$ cat src/rtl/lfsr_gen.sv
// Fibonacci LFSR pattern source with serial/parallel load, lock-up detection and period marker.
// All outputs are registered; state and data_out reflect a qualifying edge one clock later.
module lfsr_gen #(
   parameter int              WIDTH       = 15,
   parameter logic [WIDTH-1:0] TAPS        = 15'h6000,
   parameter logic [WIDTH-1:0] SEED        = 15'h0001,
   parameter bit              AUTO_RESEED = 1'b1
) (
   input  logic             clk,
   input  logic             sync_reset,
   input  logic             enable,
   input  logic             load,
   input  logic             data_in,
   input  logic             par_load,
   input  logic [WIDTH-1:0] par_data,
   output logic             data_out,
   output logic [WIDTH-1:0] state,
   output logic             lockup,
   output logic             period_pulse,
   output logic [WIDTH-1:0] step_count
);

   logic [WIDTH-1:0] state_q, state_d;
   logic [WIDTH-1:0] count_q, count_d;
   logic             dout_q, dout_d;
   logic             lockup_q, lockup_d;
   logic             pulse_q, pulse_d;
   logic             fb;
   logic [WIDTH-1:0] run_next;

   assign fb       = ^(state_q & TAPS);
   assign run_next = {state_q[WIDTH-2:0], fb};

   always_comb begin
      state_d  = state_q;
      count_d  = count_q;
      dout_d   = dout_q;
      // With auto-reseed the flag only marks the reseed cycle; otherwise it latches until a load.
      lockup_d = AUTO_RESEED ? 1'b0 : lockup_q;
      pulse_d  = 1'b0;
      if (par_load) begin
         state_d  = par_data;
         count_d  = '0;
         lockup_d = 1'b0;
      end else if (enable && load) begin
         state_d  = {state_q[WIDTH-2:0], data_in};
         dout_d   = state_q[WIDTH-1];
         count_d  = '0;
         lockup_d = 1'b0;
      end else if (enable) begin
         if (state_q == '0) begin
            lockup_d = 1'b1;
            dout_d   = 1'b0;
            if (AUTO_RESEED) begin
               state_d = SEED;
               count_d = '0;
            end
         end else begin
            state_d  = run_next;
            dout_d   = state_q[0];
            lockup_d = 1'b0;
            if (run_next == SEED) begin
               pulse_d = 1'b1;
               count_d = '0;
            end else begin
               count_d = count_q + WIDTH'(1);
            end
         end
      end
   end

   always_ff @(posedge clk) begin
      if (sync_reset) begin
         state_q  <= SEED;
         count_q  <= '0;
         dout_q   <= 1'b0;
         lockup_q <= 1'b0;
         pulse_q  <= 1'b0;
      end else begin
         state_q  <= state_d;
         count_q  <= count_d;
         dout_q   <= dout_d;
         lockup_q <= lockup_d;
         pulse_q  <= pulse_d;
      end
   end

   assign state        = state_q;
   assign step_count   = count_q;
   assign data_out     = dout_q;
   assign lockup       = lockup_q;
   assign period_pulse = pulse_q;

endmodule

$ cat config.mk
export PLATFORM = sky130hd
export DESIGN_NAME = lfsr_gen
export DESIGN_NICKNAME = d
export VERILOG_FILES = /design/src/rtl/lfsr_gen.sv
export SDC_FILE = /design/constraint.sdc
export NUM_CORES = 1
export LEC_CHECK = 0
export ABC_CLOCK_PERIOD_IN_PS = 2500
export CAP_MARGIN = 20
export CELL_PAD_IN_SITES_DETAIL_PLACEMENT = 1
export CELL_PAD_IN_SITES_GLOBAL_PLACEMENT = 2
export CORE_UTILIZATION = 28
export CTS_BUF_LIST = sky130_fd_sc_hd__clkbuf_4
export DETAILED_ROUTE_END_ITERATION = 10
export PLACE_DENSITY = 0.95
export SLEW_MARGIN = 0
export SYNTH_ARGS = -nofsm -noshare
export SYNTH_HDL_FRONTEND = slang
export SYNTH_SLANG_ARGS = --single-unit
$ cat constraint.sdc
create_clock -name clk -period 2.5 [get_ports clk]
set_input_delay 0.25 -clock clk [delete_from_list [all_inputs] [get_ports clk]]
set_output_delay 0.25 -clock clk [all_outputs]
set_load 0.02 [all_outputs]
==> qor.json, run 1 <==
{
  "outcome": {
    "status": "completed"
  },
  "clock_tree": {
    "post_cts.resized_instances": 0,
    "clock_tree.buffer_depth": 2,
    "number_of_buffers_inserted_for_hold_repair_after_clock_tree_synthesis": 0,
    "cts_made_buffers": 5,
    "cts.sink_count": 33,
    "cts_tree": "built",
    "cts_max_level": 2,
    "worstSkewPairLatency_ns": 0.34,
    "cts.repair_timing.setup_buffer_count": 0,
    "cts.root.buffer_cell": "sky130_fd_sc_hd__clkbuf_4",
    "clock_slew_at_the_register_clock_pins_of_the_worst_setup_and_hold_paths_ns": 0.11
  },
  "routing": {
    "detailedRoute.firstPassIterationCount": 4,
    "drtIter0Drc": 32,
    "viasPerCell": 4.884,
    "avgRoutedWirePerCell_um": 13.74,
    "dr_total_vias": 1519,
    "final_antenna_net_count": 0,
    "drt_wl_total_um": 4274,
    "drt_drc_violations_left": 0
  },
  "layout": {
    "flow.area_growth_from_synthesis_pct": 42.41,
    "count_of_nets_after_finishing": 262,
    "multi_input_comb_area_sq_um": 869.6,
    "num-fill-cells": 653,
    "ff_latch_area_sq_um": 660.6,
    "insertedDiodeCount": 0,
    "finish.cell_count_without_fillers": 311,
    "fraction_of_layout_instances_using_a_drive_strength_above_1_pct": 7.884,
    "postLayoutCellArea_sq_um": 2252
  },
  "worst_setup_path": {
    "critical_path_required_ns": 2.25,
    "classification_of_the_worst_setup_path": "register to output port",
    "cp_slowest_cell": "sky130_fd_sc_hd__clkdlybuf4s50_1",
    "timing.critical_path.to_type": "output port",
    "ff2ff_path_depth": 4,
    "worst_setup_path_start_kind": "register",
    "path_delay_family": "buffers and inverters",
    "timing.critical_path.cells": "clkdlybuf4s50_1",
    "critPathBufInv": 1,
    "cp_max_fo": 6,
    "cp_num_cells": 1,
    "cp_slowest_stage_delay_ns": 0.66,
    "worstPathArrival_ns": 1.48
  },
  "placed_design": {
    "post_dp_cell_area_sq_um": 2197,
    "dpl.hpwl_um": 3129,
    "place_inst": 303,
    "gp_congestion": 0.7275,
    "numPortBuffers": 53
  },
  "floorplanning": {
    "core.rowCount": 26,
    "die-area_sq_um": 5953,
    "start_util_pct": 30.01,
    "ioPinCount": 54,
    "die_h_um": 77.16,
    "horizontal_die_dimension_um": 77.16,
    "core-area_sq_um": 5270
  },
  "sta": {
    "rsz_0062_raised_after_global_routing": "false",
    "report.final.setup_viol": 0,
    "worstMarginPinSlew_ns": 0.4396,
    "fin_setup_tns_ns": 0,
    "number_of_hold_slack_violations_in_the_final_timing_report": 0,
    "post-route-period-util_pct": 69.26,
    "period_needed_ns": 1.732,
    "timing_max_transition_violations_final": 0,
    "slew_headroom_pct": 70.51,
    "timing.fmax_mhz": 577.5,
    "final.setup_skew_ns": 0.004744
  },
  "job": {
    "drv_cap": 0
  },
  "power_and_ir_drop": {
    "leakage_power_summed_over_all_cells_uw": 0.0008188,
    "fin_total_pwr_uw": 1045,
    "power_density_nw_per_um2": 464.2,
    "vdd_ir_drop_max_uv": 200.0
  },
  "yosys": {
    "postSynthNetCount": 206,
    "ys_types": 27,
    "synthesis.area_per_instance_sq_um": 8.595,
    "netlist_instances": 184,
    "synthesis.area_sq_um": 1582,
    "synth-seq-area-share_pct": 41.77,
    "yosys_warnings": 0,
    "yosys_register_bits": 33
  },
  "hold_path": {
    "timing.hold.worst.class": "register to register",
    "min_delay_path_depth": 2
  },
  "grt": {
    "grt_start_max_net_pins": 33,
    "initial_antenna_violation_count": 0,
    "first_pass_grt_wire_length_um": 6955,
    "gr-total-overflow": 0,
    "grt_pass1_vias": 1493,
    "gr-usage-all-layers_pct": 14.76
  }
}
-- per-stage QoR --
step	hold slack [ns]	setup slack (ns)	utilization [%]
3_3_place_gp	0.4761	0.5595	41.69
4_1_cts	0.5092	0.7511	42.74
2_1_floorplan	0.3886	1.064	-
3_5_place_dp	0.4842	0.5201	41.69
6_report	0.5109	0.7685	42.74
5_1_grt	0.5056	0.6883	42.74
-- path summary, 6_finish.rpt --
check / startpoint / to / slack [ns]
setup / recovery: state[0] / state[0] / 0.77
hold / removal: data_out / data_out / 0.51
setup reg to reg: state[9] / step_count[3] / 0.91
hold reg to reg: data_out / data_out / 0.51
-- flip-flops by register name, indices dropped and copies added, names as in the netlist --
signal        cells
state            15
step_count       15
data_out          1
lockup            1
period_pulse      1
-- kinds of logic (layout without fill, tap and decap cells) --
kind of cell / Yosys count / in the layout / synth area share (%)
compound gates: 30 / 30 / 11.95
xor+xnor: 11 / 11 / 6.092
fa+ha+maj: 1 / 1 / 0.7910
simple gates: 81 / 81 / 26.03
flops: 33 / 33 / 41.77
mux: 16 / 16 / 10.13
buf+inv: 12 / 69 / 3.243
-- placed cells by master, fill, tap and decap left out, types with 5 or more instances in the layout --
| master | Yosys | final |
|---|---|---|
| sky130_fd_sc_hd__nor2_1 | 48 | 48 |
| sky130_fd_sc_hd__dfxtp_1 | 33 | 33 |
| sky130_fd_sc_hd__nand4_1 | 5 | 5 |
| sky130_fd_sc_hd__buf_4 | 0 | 5 |
| sky130_fd_sc_hd__clkdlybuf4s50_1 | 0 | 53 |
| sky130_fd_sc_hd__mux2i_1 | 16 | 16 |
| sky130_fd_sc_hd__nor4_1 | 5 | 5 |
| sky130_fd_sc_hd__a21oi_1 | 15 | 15 |
| sky130_fd_sc_hd__xnor2_1 | 7 | 7 |
| sky130_fd_sc_hd__clkbuf_4 | 0 | 5 |
| sky130_fd_sc_hd__nand2_1 | 7 | 7 |
-- cells in the mapped netlist (all sizes together) --
master,number,area (sq um)
a21oi,15,75.07
buf,5,25.02
xor2,4,35.03
clkbuf,4,15.01
o211ai,3,22.52
nand2b,1,6.260
inv,3,11.26
nand2,7,26.28
nand3,4,20.02
and3,3,18.77
nor4,8,68.82
xnor2,7,61.31
a211oi,2,15.01
o21ai,3,26.28
ha,1,12.51
nor3,2,10.01
dfxtp,33,660.6
nand4,7,73.82
nor2,48,180.2
a221o,1,10.01
mux2i,16,160.2
a31oi,4,25.02
nand3b,1,7.510
a21boi,2,15.01
-- power by group --
part	leakage, uW	switching, uW	internal (uW)
Combinational	0.000519	88.2	93.0
Sequential	0.000269	21.8	542
Clock	0.0000310	194	106
Total	0.000819	304	741
-- metal layers --
layer  up-vias  global-route usage [%]  part of all wire, %
li1        756                       -                    -
met1       718                   17.10                   45
met2        40                   25.58                   48
met3         5                   4.762                  5.5
met4         0                   4.528                  1.2
met5         -                       0                    0
-- final cells by class --
class | instances | area share [%]
clock buffer | 5 | 1.667
clock inverter | 3 | 0.7778
inverter | 3 | 0.5000
multi-input combinational | 139 | 38.61
sequential | 33 | 29.33
tap | 70 | 3.889
timing repair buffer | 58 | 25.22
No activity file was read; power rests on OpenSTA's default activity.
==> run 2, diff against run 1 <==
--- a/config.mk
+++ b/config.mk
@@ -5,14 +5,14 @@
 export SDC_FILE = /design/constraint.sdc
 export NUM_CORES = 1
 export LEC_CHECK = 0
-export ABC_CLOCK_PERIOD_IN_PS = 2500
+export ABC_CLOCK_PERIOD_IN_PS = 1800
 export CAP_MARGIN = 20
 export CELL_PAD_IN_SITES_DETAIL_PLACEMENT = 1
 export CELL_PAD_IN_SITES_GLOBAL_PLACEMENT = 2
-export CORE_UTILIZATION = 28
+export CORE_UTILIZATION = 26
 export CTS_BUF_LIST = sky130_fd_sc_hd__clkbuf_4
 export DETAILED_ROUTE_END_ITERATION = 10
-export PLACE_DENSITY = 0.95
+export PLACE_DENSITY = 0.89
 export SLEW_MARGIN = 0
 export SYNTH_ARGS = -nofsm -noshare
 export SYNTH_HDL_FRONTEND = slang
==> constraint.sdc (replaced) <==
create_clock -name clk -period 1.8 [get_ports clk]
set_input_delay 0.18 -clock clk [delete_from_list [all_inputs] [get_ports clk]]
set_output_delay 0.18 -clock clk [all_outputs]
set_load 0.02 [all_outputs]
==> qor.json, run 2 (same netlist as run 1, synthesis figures left out) <==
{
  "outcome": {
    "status": "completed"
  },
  "worst_setup_path": {
    "timing.critical_path.cells": "clkdlybuf4s50_1",
    "critical_path_required_ns": 1.62,
    "r2r_end": "step_count[14]",
    "classification_of_the_worst_setup_path": "register to output port",
    "r2r_slack_ns": 0.22,
    "ff2ff_path_depth": 4,
    "timing.critical_path.to_type": "output port",
    "worst_setup_path_start_kind": "register",
    "path_delay_family": "buffers and inverters",
    "cp_slowest_cell": "sky130_fd_sc_hd__clkdlybuf4s50_1",
    "worstPathArrival_ns": 1.49,
    "critPathBufInv": 1,
    "crit_reg_reg_startpoint": "state[4]",
    "cp_max_fo": 7,
    "cp_slowest_stage_delay_ns": 0.66
  },
  "clock_tree": {
    "cts.root.buffer_cell": "sky130_fd_sc_hd__clkbuf_4",
    "cts_made_buffers": 5,
    "worstSkewPairLatency_ns": 0.34,
    "cts.sink_count": 33,
    "post_cts.resized_instances": 0,
    "clock_tree.buffer_depth": 2,
    "clock_slew_at_the_register_clock_pins_of_the_worst_setup_and_hold_paths_ns": 0.11,
    "cts_max_level": 2,
    "cts.repair_timing.setup_buffer_count": 0,
    "number_of_buffers_inserted_for_hold_repair_after_clock_tree_synthesis": 0,
    "cts_tree": "built"
  },
  "floorplanning": {
    "start_util_pct": 26.87,
    "die-area_sq_um": 6398,
    "horizontal_die_dimension_um": 79.99,
    "core-area_sq_um": 5886,
    "ioPinCount": 54,
    "core.rowCount": 28,
    "die_h_um": 79.99
  },
  "sta": {
    "worstMarginPinSlew_ns": 0.4076,
    "report.final.setup_viol": 0,
    "post-route-worst-setup-slack_ns": 0.1324,
    "number_of_hold_slack_violations_in_the_final_timing_report": 0,
    "fin_setup_tns_ns": 0,
    "slew_headroom_pct": 72.60,
    "post-route-period-util_pct": 92.64,
    "final.setup_skew_ns": 0.01072,
    "rsz_0062_raised_after_global_routing": "false",
    "timing.fmax_mhz": 599.7,
    "period_needed_ns": 1.668,
    "timing_max_transition_violations_final": 0
  },
  "placed_design": {
    "place_inst": 313,
    "place_worst_setup_slack_ns": 0.04782,
    "numPortBuffers": 53,
    "dpl.hpwl_um": 3295,
    "gp_congestion": 0.6841
  },
  "layout": {
    "num-fill-cells": 710,
    "layout_commonest_cell": "sky130_fd_sc_hd__clkdlybuf4s50_1",
    "finish.cell_count_without_fillers": 321,
    "count_of_nets_after_finishing": 267,
    "layout.cells.most_common_list": "sky130_fd_sc_hd__clkdlybuf4s50_1 (53), sky130_fd_sc_hd__nor2_1 (48), sky130_fd_sc_hd__dfxtp_1 (33)",
    "insertedDiodeCount": 0,
    "fraction_of_layout_instances_using_a_drive_strength_above_1_pct": 9.756,
    "flow.area_growth_from_synthesis_pct": 45.96
  },
  "grt": {
    "grt_start_max_net_pins": 23,
    "grt_pass1_vias": 1576,
    "gr-total-overflow": 0,
    "initial_antenna_violation_count": 0,
    "first_pass_grt_wire_length_um": 7562,
    "gr-usage-all-layers_pct": 15.43
  },
  "power_and_ir_drop": {
    "leakage_power_summed_over_all_cells_uw": 0.0008512,
    "power_density_nw_per_um2": 642.4,
    "vdd_ir_drop_max_uv": 262.3
  },
  "routing": {
    "drt_wl_total_um": 4417,
    "drt_drc_violations_left": 0,
    "viasPerCell": 4.757,
    "final_antenna_net_count": 0,
    "avgRoutedWirePerCell_um": 13.76,
    "dr_total_vias": 1527,
    "detailedRoute.firstPassIterationCount": 4,
    "drtIter0Drc": 54
  },
  "hold_path": {
    "timing.hold.worst.class": "primary input to register",
    "startpoint_of_the_most_critical_hold_path": "par_data[3]",
    "min_delay_path_depth": 3,
    "min_to": "state[3]"
  },
  "job": {
    "drv_cap": 0
  }
}
## run 2: cell count changes in the layout (fill, tap and decap cells not counted), sizes merged
cell      change
buf           +5
clkbuf        +1
clkinvlp      -1
## run 2: layer usage
metal / wire length [um] / track usage (%)
met1: 1894 / 17.81
met2: 2145 / 26.24
met3: 323 / 6.057
met4: 53 / 4.286
met5: 0 / 0
## run 2: worst max-delay path by stage
stage                  start  cells past startpoint              to
3_5_place_dp          enable                      6   step_count[8]
6_report       step_count[2]                      1   step_count[2]
5_1_grt            state[14]                      1       state[14]
3_3_place_gp          enable                      6   step_count[7]
4_1_cts        step_count[2]                      1   step_count[2]
2_1_floorplan  step_count[0]                      5  step_count[12]
## run 2: layout make-up
class	instances	area, sq um	share of cell area, %
clock buffer	6	45.04	1.951
clock inverter	2	10.01	0.4336
inverter	3	11.26	0.4878
multi-input combinational	139	869.6	37.67
sequential	33	660.6	28.62
tap	75	93.84	4.065
timing repair buffer	63	618.1	26.78
## run 2: stage by stage
stage               hold slack [ns]  area (sq um)  util [%]  total power [uW]
floorplan                    0.3186          1582         -             930.2
global placement             0.4841          2253     38.29              1062
detailed placement           0.4959          2253     38.29              1066
CTS                          0.4378          2308     39.22              1507
global route                 0.4398          2308     39.22              1564
finish                       0.4480          2308     39.22              1483
## run 2: where the power goes
part | internal (uW) | total, uW | switching, uW
clock network | 164 | 436 | 272
registers | 753 | 781 | 28.2
logic | 138 | 265 | 127
total | 1060 | 1480 | 427
==> variant: new RTL, settings of run 2 <==
Set the parameter `AUTO_RESEED` to 1'b0 (it was 1'b1).
--- a/src/rtl/lfsr_gen.sv
+++ b/src/rtl/lfsr_gen.sv
@@ -5,5 +5,5 @@
    parameter logic [WIDTH-1:0] TAPS        = 15'h6000,
    parameter logic [WIDTH-1:0] SEED        = 15'h0001,
-   parameter bit              AUTO_RESEED = 1'b1
+   parameter bit              AUTO_RESEED = 1'b0
 ) (
    input  logic             clk,
Function: changed (Yosys sat finds a counterexample within 4 cycles, from zero or initial values and one cycle with sync_reset high).
==> variant against run 2 <==
Sequential power grew 1%. First-iteration DRC count shrank 15%. Non-clock buffer count grew 7. Register-to-register slack lost 50 ps. Area after synthesis grew 9.4%. Final area grew 7.6%. Total power grew 0.83%. Wire length grew 15%. Count of clock-buffer cells in the layout shrank 1. Worst setup slack lost 42 ps. Sequential cell count is the same. Largest cell class unchanged. Highest routed layer unchanged.
==> variant: results (changes against run 2) <==
INFO  metric switching_power = 0.000444 W (was 0.000427 W)
INFO  metric synth_area_per_cell = 8.70 um^2 (was 8.60 um^2)
INFO  metric num_vias = 1,798 (was 1,527)
INFO  metric dpl.hpwl = 3810 um (was 3290 um)
INFO  metric routabilityCongestion = 0.734 (was 0.684)
INFO  metric pre_cts_slack = 36.3 ps (was 47.8 ps)
INFO  metric grt.met1_usage = 18.1% (was 17.8%)
INFO  metric p_clk = 0.000406 W (was 0.000436 W)
INFO  metric timing.critical_path.from = step_count[5] (was step_count[2])
INFO  metric regToRegEndpoint = step_count[11] (was step_count[14])
INFO  metric maximum_vdd_drop = 0.280 mV (was 0.262 mV)
INFO  metric power.density_cell_area = 602 nW/um^2 (was 642 nW/um^2)
INFO  metric dpl_cell_area = 2430 um^2 (was 2250 um^2)
INFO  metric grt_use_met2 = 26.0% (was 26.2%)
INFO  metric gr-usage-met3 = 4.85% (was 6.06%)
INFO  metric hold-worst-slack = 395 ps (was 448 ps)
INFO  metric grt_first_pass_wirelength = 8730 um (was 7560 um)
INFO  metric post_synth_most_frequent_cells = sky130_fd_sc_hd__dfxtp_1 (33), sky130_fd_sc_hd__nor2_1 (25), sky130_fd_sc_hd__a21oi_1 (22), sky130_fd_sc_hd__nand2_1 (12), sky130_fd_sc_hd__mux2i_1 (10) (was sky130_fd_sc_hd__nor2_1 (48), sky130_fd_sc_hd__dfxtp_1 (33), sky130_fd_sc_hd__mux2i_1 (16), sky130_fd_sc_hd__a21oi_1 (15))
INFO  metric hold_endpoint = state[6] (was state[3])
INFO  metric total_leakage_power = 0.883 nW (was 0.851 nW)
INFO  metric first_global_vias = 1,857 (was 1,576)
INFO  metric worst_pin_slew = 430 ps (was 408 ps)
INFO  metric cp.arrival = 1530 ps (was 1490 ps)
INFO  metric cp-endpoint = step_count[5] (was step_count[2])
INFO  metric regToRegStartpoint = state[6] (was state[4])
INFO  metric synth_area_leaders = sky130_fd_sc_hd__dfxtp_1 (38%), sky130_fd_sc_hd__a21oi_1 (6.4%), sky130_fd_sc_hd__mux2i_1 (5.8%) (was sky130_fd_sc_hd__dfxtp_1 (42%), sky130_fd_sc_hd__nor2_1 (11%), sky130_fd_sc_hd__mux2i_1 (10%))
INFO  metric power_combinational = 0.000301 W (was 0.000265 W)
INFO  metric gr-usage-all-layers = 15.2% (was 15.4%)
INFO  metric detail_route.wirelength.met1 = 2300 um (was 1890 um)
INFO  metric wl_met3 = 328 um (was 323 um)
INFO  metric route.detailed.vias_per_inst = 5.27 (was 4.76)
INFO  metric run_status = complete, no violations (unchanged)
INFO  metric hold_path.startpoint = par_data[6] (was par_data[3])
INFO  metric setup.reg_to_reg.worst_slack = 170 ps (was 220 ps)
INFO  metric detail_route.iter0.violations = 46 (was 54)
INFO  metric design.final.nets = 285 (was 267)
INFO  metric placed_cells_incl_taps = 333 (was 313)
INFO  metric skew = 10.3 ps (was 10.7 ps)
INFO  metric final_layout_size_suffix_gt1_share = 15.5% (was 9.76%)
-- variant: changes by cell type in the layout (fill, tap and decap cells not counted), sizes merged, moves of 6 or more --
cell / delta
nor2: -23
a21oi: +11
mux2i: -6
or4: +6
a221oi: +6
o31ai: +6
buf: +7
-- variant: layout make-up --
cell class,count,area share (%)
multi-input cells,145,38.8
repair buffers,70,27.5
flip-flops and latches,33,26.6
well taps,77,3.88
clock buffers,5,1.51
inverters,8,1.21
clock inverters,3,0.504
-- variant: logic make-up after synthesis --
group,count (synthesis),synth area share [%]
xor+xnor,2,1.01
fa+ha+maj,1,0.723
buf+inv,21,6.07
compound gates,57,22.0
flops,33,38.2
mux,10,5.78
simple gates,75,26.2
-- variant: worst max-delay path: stages (launching register included) --
cell	delay (ps)
sky130_fd_sc_hd__dfxtp_1	410
sky130_fd_sc_hd__buf_4	180
sky130_fd_sc_hd__clkdlybuf4s50_1	610
